$ cat config.mk
export PLATFORM = sky130hd
export DESIGN_NAME = execute_stage_flat
export DESIGN_NICKNAME = d
export VERILOG_FILES = /design/src/rtl/execute_stage_pkg.sv /design/src/rtl/execute_stage_if.sv /design/src/rtl/alu.sv /design/src/rtl/execute_stage.sv /design/src/flat_wrapper.sv
export SDC_FILE = /design/constraint.sdc
export NUM_CORES = 1
export LEC_CHECK = 0
export ABC_AREA = 1
export CAP_MARGIN = 10
export CORE_MARGIN = 1
export CORE_UTILIZATION = 29
export CTS_CLUSTER_SIZE = 30
export DETAILED_ROUTE_END_ITERATION = 12
export GPL_TIMING_DRIVEN = 0
export PLACE_DENSITY_LB_ADDON = 0.25
export SETUP_SLACK_MARGIN = 0.4
export SKIP_CTS_REPAIR_TIMING = 1
export SYNTH_ARGS = -nofsm -noshare
export SYNTH_HDL_FRONTEND = slang
export SYNTH_SLANG_ARGS = --single-unit
$ cat constraint.sdc
create_clock -name clock -period 6.14 [get_ports clock]
set_input_delay 1.228 -clock clock [delete_from_list [all_inputs] [get_ports clock]]
set_output_delay 1.228 -clock clock [all_outputs]
set_load 0.01 [all_outputs]
$ cat src/rtl/execute_stage_pkg.sv
// Shared types and constants for the RV32I execute stage: ALU opcodes,
// forward selects, result-source codes and the EX/MEM payload.
package execute_stage_pkg;

    localparam int unsigned XLEN   = 32;
    localparam int unsigned REG_AW = 5;
    localparam int unsigned ALU_CW = 3;
    localparam int unsigned FWD_W  = 2;
    localparam int unsigned RSRC_W = 2;

    typedef enum logic [ALU_CW-1:0] {
        ALU_ADD = 3'b000,
        ALU_SUB = 3'b001,
        ALU_AND = 3'b010,
        ALU_OR  = 3'b011,
        ALU_SLT = 3'b101
    } alu_op_e;

    typedef enum logic [FWD_W-1:0] {
        FWD_REG = 2'b00,
        FWD_WB  = 2'b01,
        FWD_MEM = 2'b10
    } fwd_sel_e;

    typedef enum logic [RSRC_W-1:0] {
        RES_ALU = 2'b00,
        RES_MEM = 2'b01,
        RES_PC4 = 2'b10
    } result_src_e;

    typedef struct packed {
        logic              reg_write;
        logic [RSRC_W-1:0] result_src;
        logic              mem_write;
        logic [XLEN-1:0]   alu_result;
        logic [XLEN-1:0]   write_data;
        logic [REG_AW-1:0] rd;
        logic [XLEN-1:0]   pc_plus4;
    } exmem_t;

    // Operand forwarding; code 11 is unused by the hazard unit and falls back to the register value.
    function automatic logic [XLEN-1:0] fwd_mux(
        input logic [FWD_W-1:0] sel,
        input logic [XLEN-1:0]  reg_val,
        input logic [XLEN-1:0]  wb_val,
        input logic [XLEN-1:0]  mem_val
    );
        logic [XLEN-1:0] res;
        case (sel)
            FWD_WB:  res = wb_val;
            FWD_MEM: res = mem_val;
            default: res = reg_val;
        endcase
        return res;
    endfunction

endpackage

$ cat src/rtl/execute_stage_if.sv
// ID/EX-side inputs and EX/MEM-side outputs of the execute stage, grouped
// as one bundle. The slave modport is the stage itself.
interface execute_stage_if;
    import execute_stage_pkg::*;

    logic              enable;
    logic              flush;
    logic              RegWriteE;
    logic              MemWriteE;
    logic              JumpE;
    logic              BranchE;
    logic              ALUSrcE;
    logic [RSRC_W-1:0] ResultSrcE;
    logic [ALU_CW-1:0] ALUControlE;
    logic [XLEN-1:0]   RD1E;
    logic [XLEN-1:0]   RD2E;
    logic [XLEN-1:0]   PCE;
    logic [XLEN-1:0]   ImmExtE;
    logic [XLEN-1:0]   PCPlus4E;
    logic [REG_AW-1:0] RdE;
    logic [FWD_W-1:0]  ForwardAE;
    logic [FWD_W-1:0]  ForwardBE;
    logic [XLEN-1:0]   ResultW;

    logic              PCSrcE;
    logic [XLEN-1:0]   PCTargetE;
    logic              RegWriteM;
    logic              MemWriteM;
    logic [RSRC_W-1:0] ResultSrcM;
    logic [XLEN-1:0]   ALUResultM;
    logic [XLEN-1:0]   WriteDataM;
    logic [XLEN-1:0]   PCPlus4M;
    logic [REG_AW-1:0] RdM;

    modport slave (
        input  enable, flush,
        input  RegWriteE, MemWriteE, JumpE, BranchE, ALUSrcE,
        input  ResultSrcE, ALUControlE,
        input  RD1E, RD2E, PCE, ImmExtE, PCPlus4E, RdE,
        input  ForwardAE, ForwardBE, ResultW,
        output PCSrcE, PCTargetE,
        output RegWriteM, MemWriteM, ResultSrcM,
        output ALUResultM, WriteDataM, PCPlus4M, RdM
    );

    modport master (
        output enable, flush,
        output RegWriteE, MemWriteE, JumpE, BranchE, ALUSrcE,
        output ResultSrcE, ALUControlE,
        output RD1E, RD2E, PCE, ImmExtE, PCPlus4E, RdE,
        output ForwardAE, ForwardBE, ResultW,
        input  PCSrcE, PCTargetE,
        input  RegWriteM, MemWriteM, ResultSrcM,
        input  ALUResultM, WriteDataM, PCPlus4M, RdM
    );

endinterface

$ cat src/rtl/alu.sv
// Combinational RV32I ALU subset: add, sub, and, or, signed slt.
// Unsupported opcodes produce zero; arithmetic wraps without flags.
module alu
    import execute_stage_pkg::*;
(
    input  logic [XLEN-1:0]   src_a_i,
    input  logic [XLEN-1:0]   src_b_i,
    input  logic [ALU_CW-1:0] alu_control_i,
    output logic [XLEN-1:0]   result_c_o,
    output logic              zero_c_o
);

    always_comb begin
        result_c_o = '0;
        case (alu_control_i)
            ALU_ADD: result_c_o = src_a_i + src_b_i;
            ALU_SUB: result_c_o = src_a_i - src_b_i;
            ALU_AND: result_c_o = src_a_i & src_b_i;
            ALU_OR:  result_c_o = src_a_i | src_b_i;
            ALU_SLT: result_c_o = XLEN'($signed(src_a_i) < $signed(src_b_i));
            default: result_c_o = '0;
        endcase
    end

    assign zero_c_o = (result_c_o == '0);

endmodule

$ cat src/rtl/execute_stage.sv
// RV32I execute stage: operand forwarding, ALU, branch/jump resolution
// (combinational to fetch) and the EX/MEM pipeline register.
module execute_stage
    import execute_stage_pkg::*;
(
    input  logic             clock,
    input  logic             reset,
    execute_stage_if.slave   ex_if
);

    exmem_t          exmem_q;
    exmem_t          exmem_d;
    logic [XLEN-1:0] src_a_c;
    logic [XLEN-1:0] write_data_c;
    logic [XLEN-1:0] src_b_c;
    logic [XLEN-1:0] alu_result_c;
    logic            zero_c;

    // MEM-stage forwarding uses the currently held EX/MEM result, so stalls keep it stable.
    assign src_a_c      = fwd_mux(ex_if.ForwardAE, ex_if.RD1E, ex_if.ResultW, exmem_q.alu_result);
    assign write_data_c = fwd_mux(ex_if.ForwardBE, ex_if.RD2E, ex_if.ResultW, exmem_q.alu_result);
    assign src_b_c      = ex_if.ALUSrcE ? ex_if.ImmExtE : write_data_c;

    alu u_alu (
        .src_a_i       (src_a_c),
        .src_b_i       (src_b_c),
        .alu_control_i (ex_if.ALUControlE),
        .result_c_o    (alu_result_c),
        .zero_c_o      (zero_c)
    );

    // Redirect is left ungated; fetch and the hazard unit qualify it.
    assign ex_if.PCSrcE    = (ex_if.BranchE & zero_c) | ex_if.JumpE;
    assign ex_if.PCTargetE = ex_if.PCE + ex_if.ImmExtE;

    always_comb begin
        exmem_d = exmem_q;
        if (ex_if.flush) begin
            exmem_d = '0;
        end else if (ex_if.enable) begin
            exmem_d.reg_write  = ex_if.RegWriteE;
            exmem_d.result_src = ex_if.ResultSrcE;
            exmem_d.mem_write  = ex_if.MemWriteE;
            exmem_d.alu_result = alu_result_c;
            exmem_d.write_data = write_data_c;
            exmem_d.rd         = ex_if.RdE;
            exmem_d.pc_plus4   = ex_if.PCPlus4E;
        end
    end

    always_ff @(posedge clock) begin
        if (reset) begin
            exmem_q <= '0;
        end else begin
            exmem_q <= exmem_d;
        end
    end

    assign ex_if.RegWriteM  = exmem_q.reg_write;
    assign ex_if.ResultSrcM = exmem_q.result_src;
    assign ex_if.MemWriteM  = exmem_q.mem_write;
    assign ex_if.ALUResultM = exmem_q.alu_result;
    assign ex_if.WriteDataM = exmem_q.write_data;
    assign ex_if.RdM        = exmem_q.rd;
    assign ex_if.PCPlus4M   = exmem_q.pc_plus4;

endmodule

$ cat src/flat_wrapper.sv
// flat-port wrapper written by rule: the top's interface ports become plain ports
module execute_stage_flat import execute_stage_pkg::*;
  (clock, reset, ex_if_enable, ex_if_flush, ex_if_RegWriteE, ex_if_MemWriteE, ex_if_JumpE, ex_if_BranchE, ex_if_ALUSrcE, ex_if_ResultSrcE, ex_if_ALUControlE, ex_if_RD1E, ex_if_RD2E, ex_if_PCE, ex_if_ImmExtE, ex_if_PCPlus4E, ex_if_RdE, ex_if_ForwardAE, ex_if_ForwardBE, ex_if_ResultW, ex_if_PCSrcE, ex_if_PCTargetE, ex_if_RegWriteM, ex_if_MemWriteM, ex_if_ResultSrcM, ex_if_ALUResultM, ex_if_WriteDataM, ex_if_PCPlus4M, ex_if_RdM);
  execute_stage_if ex_if_i ();
  input  logic clock;
  input  logic reset;
  input wire logic [$bits(ex_if_i.enable)-1:0] ex_if_enable;
  input wire logic [$bits(ex_if_i.flush)-1:0] ex_if_flush;
  input wire logic [$bits(ex_if_i.RegWriteE)-1:0] ex_if_RegWriteE;
  input wire logic [$bits(ex_if_i.MemWriteE)-1:0] ex_if_MemWriteE;
  input wire logic [$bits(ex_if_i.JumpE)-1:0] ex_if_JumpE;
  input wire logic [$bits(ex_if_i.BranchE)-1:0] ex_if_BranchE;
  input wire logic [$bits(ex_if_i.ALUSrcE)-1:0] ex_if_ALUSrcE;
  input wire logic [$bits(ex_if_i.ResultSrcE)-1:0] ex_if_ResultSrcE;
  input wire logic [$bits(ex_if_i.ALUControlE)-1:0] ex_if_ALUControlE;
  input wire logic [$bits(ex_if_i.RD1E)-1:0] ex_if_RD1E;
  input wire logic [$bits(ex_if_i.RD2E)-1:0] ex_if_RD2E;
  input wire logic [$bits(ex_if_i.PCE)-1:0] ex_if_PCE;
  input wire logic [$bits(ex_if_i.ImmExtE)-1:0] ex_if_ImmExtE;
  input wire logic [$bits(ex_if_i.PCPlus4E)-1:0] ex_if_PCPlus4E;
  input wire logic [$bits(ex_if_i.RdE)-1:0] ex_if_RdE;
  input wire logic [$bits(ex_if_i.ForwardAE)-1:0] ex_if_ForwardAE;
  input wire logic [$bits(ex_if_i.ForwardBE)-1:0] ex_if_ForwardBE;
  input wire logic [$bits(ex_if_i.ResultW)-1:0] ex_if_ResultW;
  output wire logic [$bits(ex_if_i.PCSrcE)-1:0] ex_if_PCSrcE;
  output wire logic [$bits(ex_if_i.PCTargetE)-1:0] ex_if_PCTargetE;
  output wire logic [$bits(ex_if_i.RegWriteM)-1:0] ex_if_RegWriteM;
  output wire logic [$bits(ex_if_i.MemWriteM)-1:0] ex_if_MemWriteM;
  output wire logic [$bits(ex_if_i.ResultSrcM)-1:0] ex_if_ResultSrcM;
  output wire logic [$bits(ex_if_i.ALUResultM)-1:0] ex_if_ALUResultM;
  output wire logic [$bits(ex_if_i.WriteDataM)-1:0] ex_if_WriteDataM;
  output wire logic [$bits(ex_if_i.PCPlus4M)-1:0] ex_if_PCPlus4M;
  output wire logic [$bits(ex_if_i.RdM)-1:0] ex_if_RdM;
  assign ex_if_i.enable = ex_if_enable;
  assign ex_if_i.flush = ex_if_flush;
  assign ex_if_i.RegWriteE = ex_if_RegWriteE;
  assign ex_if_i.MemWriteE = ex_if_MemWriteE;
  assign ex_if_i.JumpE = ex_if_JumpE;
  assign ex_if_i.BranchE = ex_if_BranchE;
  assign ex_if_i.ALUSrcE = ex_if_ALUSrcE;
  assign ex_if_i.ResultSrcE = ex_if_ResultSrcE;
  assign ex_if_i.ALUControlE = ex_if_ALUControlE;
  assign ex_if_i.RD1E = ex_if_RD1E;
  assign ex_if_i.RD2E = ex_if_RD2E;
  assign ex_if_i.PCE = ex_if_PCE;
  assign ex_if_i.ImmExtE = ex_if_ImmExtE;
  assign ex_if_i.PCPlus4E = ex_if_PCPlus4E;
  assign ex_if_i.RdE = ex_if_RdE;
  assign ex_if_i.ForwardAE = ex_if_ForwardAE;
  assign ex_if_i.ForwardBE = ex_if_ForwardBE;
  assign ex_if_i.ResultW = ex_if_ResultW;
  assign ex_if_PCSrcE = ex_if_i.PCSrcE;
  assign ex_if_PCTargetE = ex_if_i.PCTargetE;
  assign ex_if_RegWriteM = ex_if_i.RegWriteM;
  assign ex_if_MemWriteM = ex_if_i.MemWriteM;
  assign ex_if_ResultSrcM = ex_if_i.ResultSrcM;
  assign ex_if_ALUResultM = ex_if_i.ALUResultM;
  assign ex_if_WriteDataM = ex_if_i.WriteDataM;
  assign ex_if_PCPlus4M = ex_if_i.PCPlus4M;
  assign ex_if_RdM = ex_if_i.RdM;
  execute_stage u_core (.clock(clock), .reset(reset), .ex_if(ex_if_i));
endmodule
Word level (Yosys, flattened, before mapping)
Index checks and enable logic that the tools add are counted.
{ "classes": {"addsub": 3, "multipliers": 0, "n_div": 0, "magnitude_cmp": 1, "n_eq_ne": 8, "shift": 0, "n_mux": 4, "bitwise_logic": 4, "n_reduce_logical": 3} }
{ "ops": {"columns": ["op", "n"], "rows": [
  ["$pmux W32 S5", 1],
  ["$pmux W32 S2", 2],
  ["$add A32 B32 Y32", 2],
  ["$and A32 B32 Y32", 1],
  ["$logic_not A32 Y1", 1],
  ["$lt A32 B32 Y1", 1],
  ["$mux W32", 1],
  ["$or A32 B32 Y32", 1],
  ["$sub A32 B32 Y32", 1],
  ["$eq A3 B2 Y1 const B", 2],
  ["$eq A2 B1 Y1 const B", 2],
  ["$eq A2 B2 Y1 const B", 2],
  ["$eq A3 B1 Y1 const B", 1],
  ["$eq A3 B3 Y1 const B", 1],
  ["$logic_not A3 Y1", 1],
  ["$reduce_or A2 Y1", 1],
  ["$and A1 B1 Y1", 1],
  ["$or A1 B1 Y1", 1]
]} }
{ "totals": {"reg_bits": 105, "latchBits": 0, "ramBits": 0, "rom_bits": 0, "in_bits": 215, "output_inout_bits": 138, "word_cells": 30, "n_memories": 0} }

Logic depth before layout (Yosys ltp)
{ "depth": {"word_depth": 8, "depth_mapped": 28, "depth_no_buf": 26} }

Hierarchy
From an unflattened synthesis, not the netlist that was laid out.
{ "hier_totals": {"hier_cells": 2613, "area_unflattened_um2": 14084.8} }
{ "by_module_without_submodules": {"columns": ["mod", "instances", "cells_per_inst", "area_per_inst_um2", "seq_area_each_um2"], "rows": [
  ["execute_stage", 1, 1277, 7434.6, 2102.0],
  ["alu", 1, 1336, 6650.1, 0.0]
]} }

Least setup slack after synthesis
Ideal clock, no wire load.
{ "synth_path": {"kind": "input-to-output", "from": "in ex_if_ForwardBE[0]", "to": "out ex_if_PCSrcE", "t_arrival_ns": 4.297, "slack_ns": 0.615, "cell_stages": 24, "cell_sequence": "inv_1 > ha_1 > clkbuf_1 > a21oi_1 > o21ai_0 > o21ai_0 > o21ai_0 > ha_1 > inv_1 > fa_1 > inv_1 > nand3_1 > nand2_1 > nand3_1 > nand3_2 > nand3b_1 > and2_4 > nor2_2 > nor2_1 > nor2_1 > nand2_1 > nor2_1 > nand3_1 > nand2_1"} }
{ "synth_via": {"elab_chain_len": 8, "elab_cells_between_ends": 13, "classes_between": "add/sub: 2; order compare: 1; eq/ne: 2; mux: 3; bitwise: 4; reduce/logical: 1"} }
{ "synth_lines": {"columns": ["item", "line_no", "rtl"], "rows": [
  ["from (decl)", "flat_wrapper.sv:23", "input wire logic [$bits(ex_if_i.ForwardBE)-1:0] ex_if_ForwardBE;"],
  ["$eq A2 B2 Y1 / $eq A2 B1 Y1 (equally long branches)", "execute_stage_pkg.sv:49", "case (sel)"],
  ["$pmux W32 S2 (*)", "execute_stage_pkg.sv:49", null],
  ["$mux W32 (*)", "execute_stage.sv:22", "assign src_b_c = ex_if.ALUSrcE ? ex_if.ImmExtE : write_data_c;"],
  ["$sub A32 B32 Y32, or another cell as far along", "alu.sv:17", "ALU_SUB: result_c_o = src_a_i - src_b_i;"],
  ["$pmux W32 S5 (*)", "alu.sv:15", "case (alu_control_i)"],
  ["$logic_not A32 Y1 (*)", "alu.sv:25", "assign zero_c_o = (result_c_o == '0);"],
  ["$and A1 B1 Y1 (*)", "execute_stage.sv:33", "assign ex_if.PCSrcE = (ex_if.BranchE & zero_c) | ex_if.JumpE;"],
  ["$or A1 B1 Y1 (*)", "execute_stage.sv:33", null],
  ["to (decl)", "flat_wrapper.sv:25", "output wire logic [$bits(ex_if_i.PCSrcE)-1:0] ex_if_PCSrcE;"]
]} }
Every way passes the cells marked *; elsewhere a longest branch is shown, timed or not.

Worst setup path after layout
{ "layout_path": {"from": "in ex_if_ForwardBE[1]", "to": "out ex_if_PCSrcE"} }
Same word-level chain as after synthesis.

==> results.py <==
metrics = {
    "cts": {
        "tritoncts": "built",
        "h_tree_lvl_count": 3,
        "clock_latency_late_sink_ns": 0.38,
        "number_of_sinks_handled_by_clock_tree_synthesis": 105,
        "clockRootBuffer": "clkbuf_16",
        "clkTransAtPathRegs_ns": 0.07,
        "cts-buffers-inserted": 9,
        "clk_path_buf_depth": 2,
    },
    "sta": {
        "timing_max_transition_violations_final": 0,
        "totalNegativeSetupSlack_ns": 0,
        "rsz0062_at_grt": "true",
        "timing.final.setup_violations": 0,
        "timing.clock.skew_ns": 0.0129,
        "report.final.hold_viol_count": 0,
        "max_slew.worst_pin.slew_ns": 0.835,
        "timing.final.crit_period_ns": 6.03,
        "slew_headroom": 0.443,
        "timing.fmax_mhz": 166,
        "min_period_over_period": 0.981,
    },
    "critical_path": {
        "critPathMaxFanout": 8,
        "cp_slowest_stage_delay_ns": 0.32,
        "setup.worst_path.end_class": "primary output",
        "largest_delay_share_family_worst_path": "simple AND/OR/NAND/NOR gates",
        "worst_setup_path_type": "in -> out",
        "critical_path.startpoint_type": "input port",
        "timing.critical_path.buf_inv": 8,
        "r2r_start": "u_core.ex_if.ALUResultM[0]",
        "arrival_ns": 4.80,
        "worst_setup_path_startpoint": "ex_if_ForwardBE[1]",
        "critical_path.slowest_cell": "ha_4",
        "cp.required_ns": 4.91,
    },
    "logic_synthesis": {
        "synth-main-ff-cell": "dfxtp_1",
        "synth_cell_type_count": 46,
        "synthCells": 2315,
        "yosysWarningCount": 0,
        "flip_flop_and_latch_count_after_synthesis": 105,
        "post-synth-top-count-cell": "nand2_1",
        "avgSynthCellArea_sq_um": 5.71,
        "synth_commonest_cells": "584 x nand2_1, 368 x inv_1, 260 x a21oi_1",
        "top_area_cells_in_the_synthesized_netlist": "nand2_1 17%, dfxtp_1 16%, ha_1 14%",
        "synth_top_area_frac": 0.166,
        "async_flop_share": 0,
        "synth.yosys.seq_area_share": 0.159,
        "synth_edf_count": 0,
        "syn_area_sq_um": 13200,
        "synth_largest_area_cell": "nand2_1",
        "mappedNetlistNets": 2677,
    },
    "global_route": {
        "grt_usage": 0.279,
        "grt_max_degree": 20,
        "gr-total-overflow": 0,
        "first_global_vias": 16215,
        "grt_first_pass_wirelength_mm": 97.4,
        "grt_antenna_before_repair": 8,
    },
    "floorplanning": {
        "die_span_x_um": 216,
        "initial_core_util": 0.297,
        "io-pin-count": 353,
        "die-area_sq_um": 46500,
        "placementRows": 77,
        "core_sq_um": 44600,
        "die_height_um": 216,
    },
    "min_path": {
        "hold_path.class": "reg -> reg",
        "min-delay-start": "u_core.ex_if.PCPlus4M[19]",
    },
    "cells_and_area": {
        "syn2layout_area_growth_pct": 50.7,
        "fill_cells": 4641,
        "layout.nets": 3090,
        "fin_area_sq_um": 19900,
        "share_of_layout_cells_above_drive_strength_1": 0.175,
    },
    "place": {
        "place_congestion": 0.997,
        "placedInstanceArea_sq_um": 17500,
        "hpwl_mm": 58.2,
        "place.port_buffers": 350,
    },
    "route": {
        "routedWlPerCell_um": 20.6,
        "drt.antenna.violating_nets": 0,
        "finalWirelength_mm": 68.7,
        "viasPerCell": 5.08,
        "drcViolationCount": 0,
        "first_pass_iters": 7,
        "detail_route.iter0.violations": 1074,
        "vias": 16923,
    },
    "outcome": {
        "status": "complete, no violations",
    },
    "pwr": {
        "powerDensity_nw_per_um2": 196,
        "maximum_ir_drop_on_the_vdd_rail_v": 0.000147,
        "total_leakage_power_nw": 9.28,
    },
    "flow_run": {
        "max_cap_viol_count": 0,
    },
}
## state kept, by name, summed over array words and instances (netlist names)
name and flops:
u_core.ex_if.RegWriteM 1, u_core.ex_if.WriteDataM 32, u_core.ex_if.RdM 5, u_core.ex_if.PCPlus4M 32, u_core.ex_if.ALUResultM 32, u_core.ex_if.MemWriteM 1, u_core.ex_if.ResultSrcM 2
## worst register-to-register path: cells and delay by family (launching register included)
kind,cells,cell delay (ns)
AND/OR/NAND/NOR,10,1.05
AO/OA/AOI/OAI,4,0.65
adder cells (fa/ha/maj),2,0.60
buffers and inverters,5,0.49
flip-flops,1,0.40
## report_power, final
part           leakage, nW  internal [mW]  switching, mW  total [mW]
combinational         8.28          0.991           1.58        2.57
sequential           0.857          0.709         0.0194       0.728
clock                0.140          0.285          0.313       0.597
## area by class of cell
cell class	instances	area [sq um]	share of cell area
multi-input cells	1738	10700	0.538
diodes	7	17.5	0.000879
repair buffers	402	3980	0.199
inverters	374	1420	0.0710
clock buffers	9	225	0.0113
flip-flops and latches	105	2100	0.105
well taps	592	741	0.0371
plain buffers	98	671	0.0336
clock inverters	7	61.3	0.00307
## per-stage QoR
stage                     power (mW)  utilization  hold WS [ns]  worst slack (ns)  instances
final                           3.90        0.447         0.461             0.115       3332
after global routing            4.14        0.447         0.482           -0.0117       3329
after CTS                       3.42        0.398         0.464             -2.50       3273
after detailed placement        2.82        0.392         0.455             -2.49       3257
after global placement          2.81        0.392         0.447             -2.44       3257
after floorplan                 2.00            -         0.486             0.615       2315
## worst paths after layout
check | to | slack, ns | cells after the start
setup / recovery | ex_if_PCSrcE | 0.11 | 26
hold reg to reg | u_core.ex_if.PCPlus4M[19] | 0.46 | 2
setup reg to reg | u_core.ex_if.ALUResultM[28] | 2.85 | 21
hold / removal | u_core.ex_if.PCPlus4M[19] | 0.46 | 2
## cells in the final DEF, fill, tap and decap left out, drive strengths merged, types with 4 or more instances in the layout
master,count
nand3,159
nor3,19
clkinvlp,4
dfxtp,105
xor2,24
a221o,4
clkbuf,65
nand4,22
o211ai,9
xnor2,9
ha,144
diode,7
o21bai,17
nand2,604
clkdlybuf4s50,342
a21oi,264
inv,374
nor2,195
dlymetal6s2s,6
buf,96
o21ai,241
and2,4
## routing by layer
metal  up-vias  track usage  part of all wire
met4         2        0.119             0.044
met5         -            0           0.00016
met3       124       0.0488             0.066
met2       646        0.507              0.50
met1      7888        0.319              0.39
li1       8263            -                 -
## logic make-up (layout without fill, tap and decap cells)
group / after synthesis / in the layout / share of synthesized area
compound gates: 550 / 550 / 0.220
xor+xnor: 33 / 33 / 0.0219
fa+ha+maj: 147 / 147 / 0.141
buf+inv: 472 / 890 / 0.141
flops: 105 / 105 / 0.159
other cells: 0 / 7 / 0
simple gates: 1008 / 1008 / 0.318
Note: power is estimated with default switching activity, not from simulation.
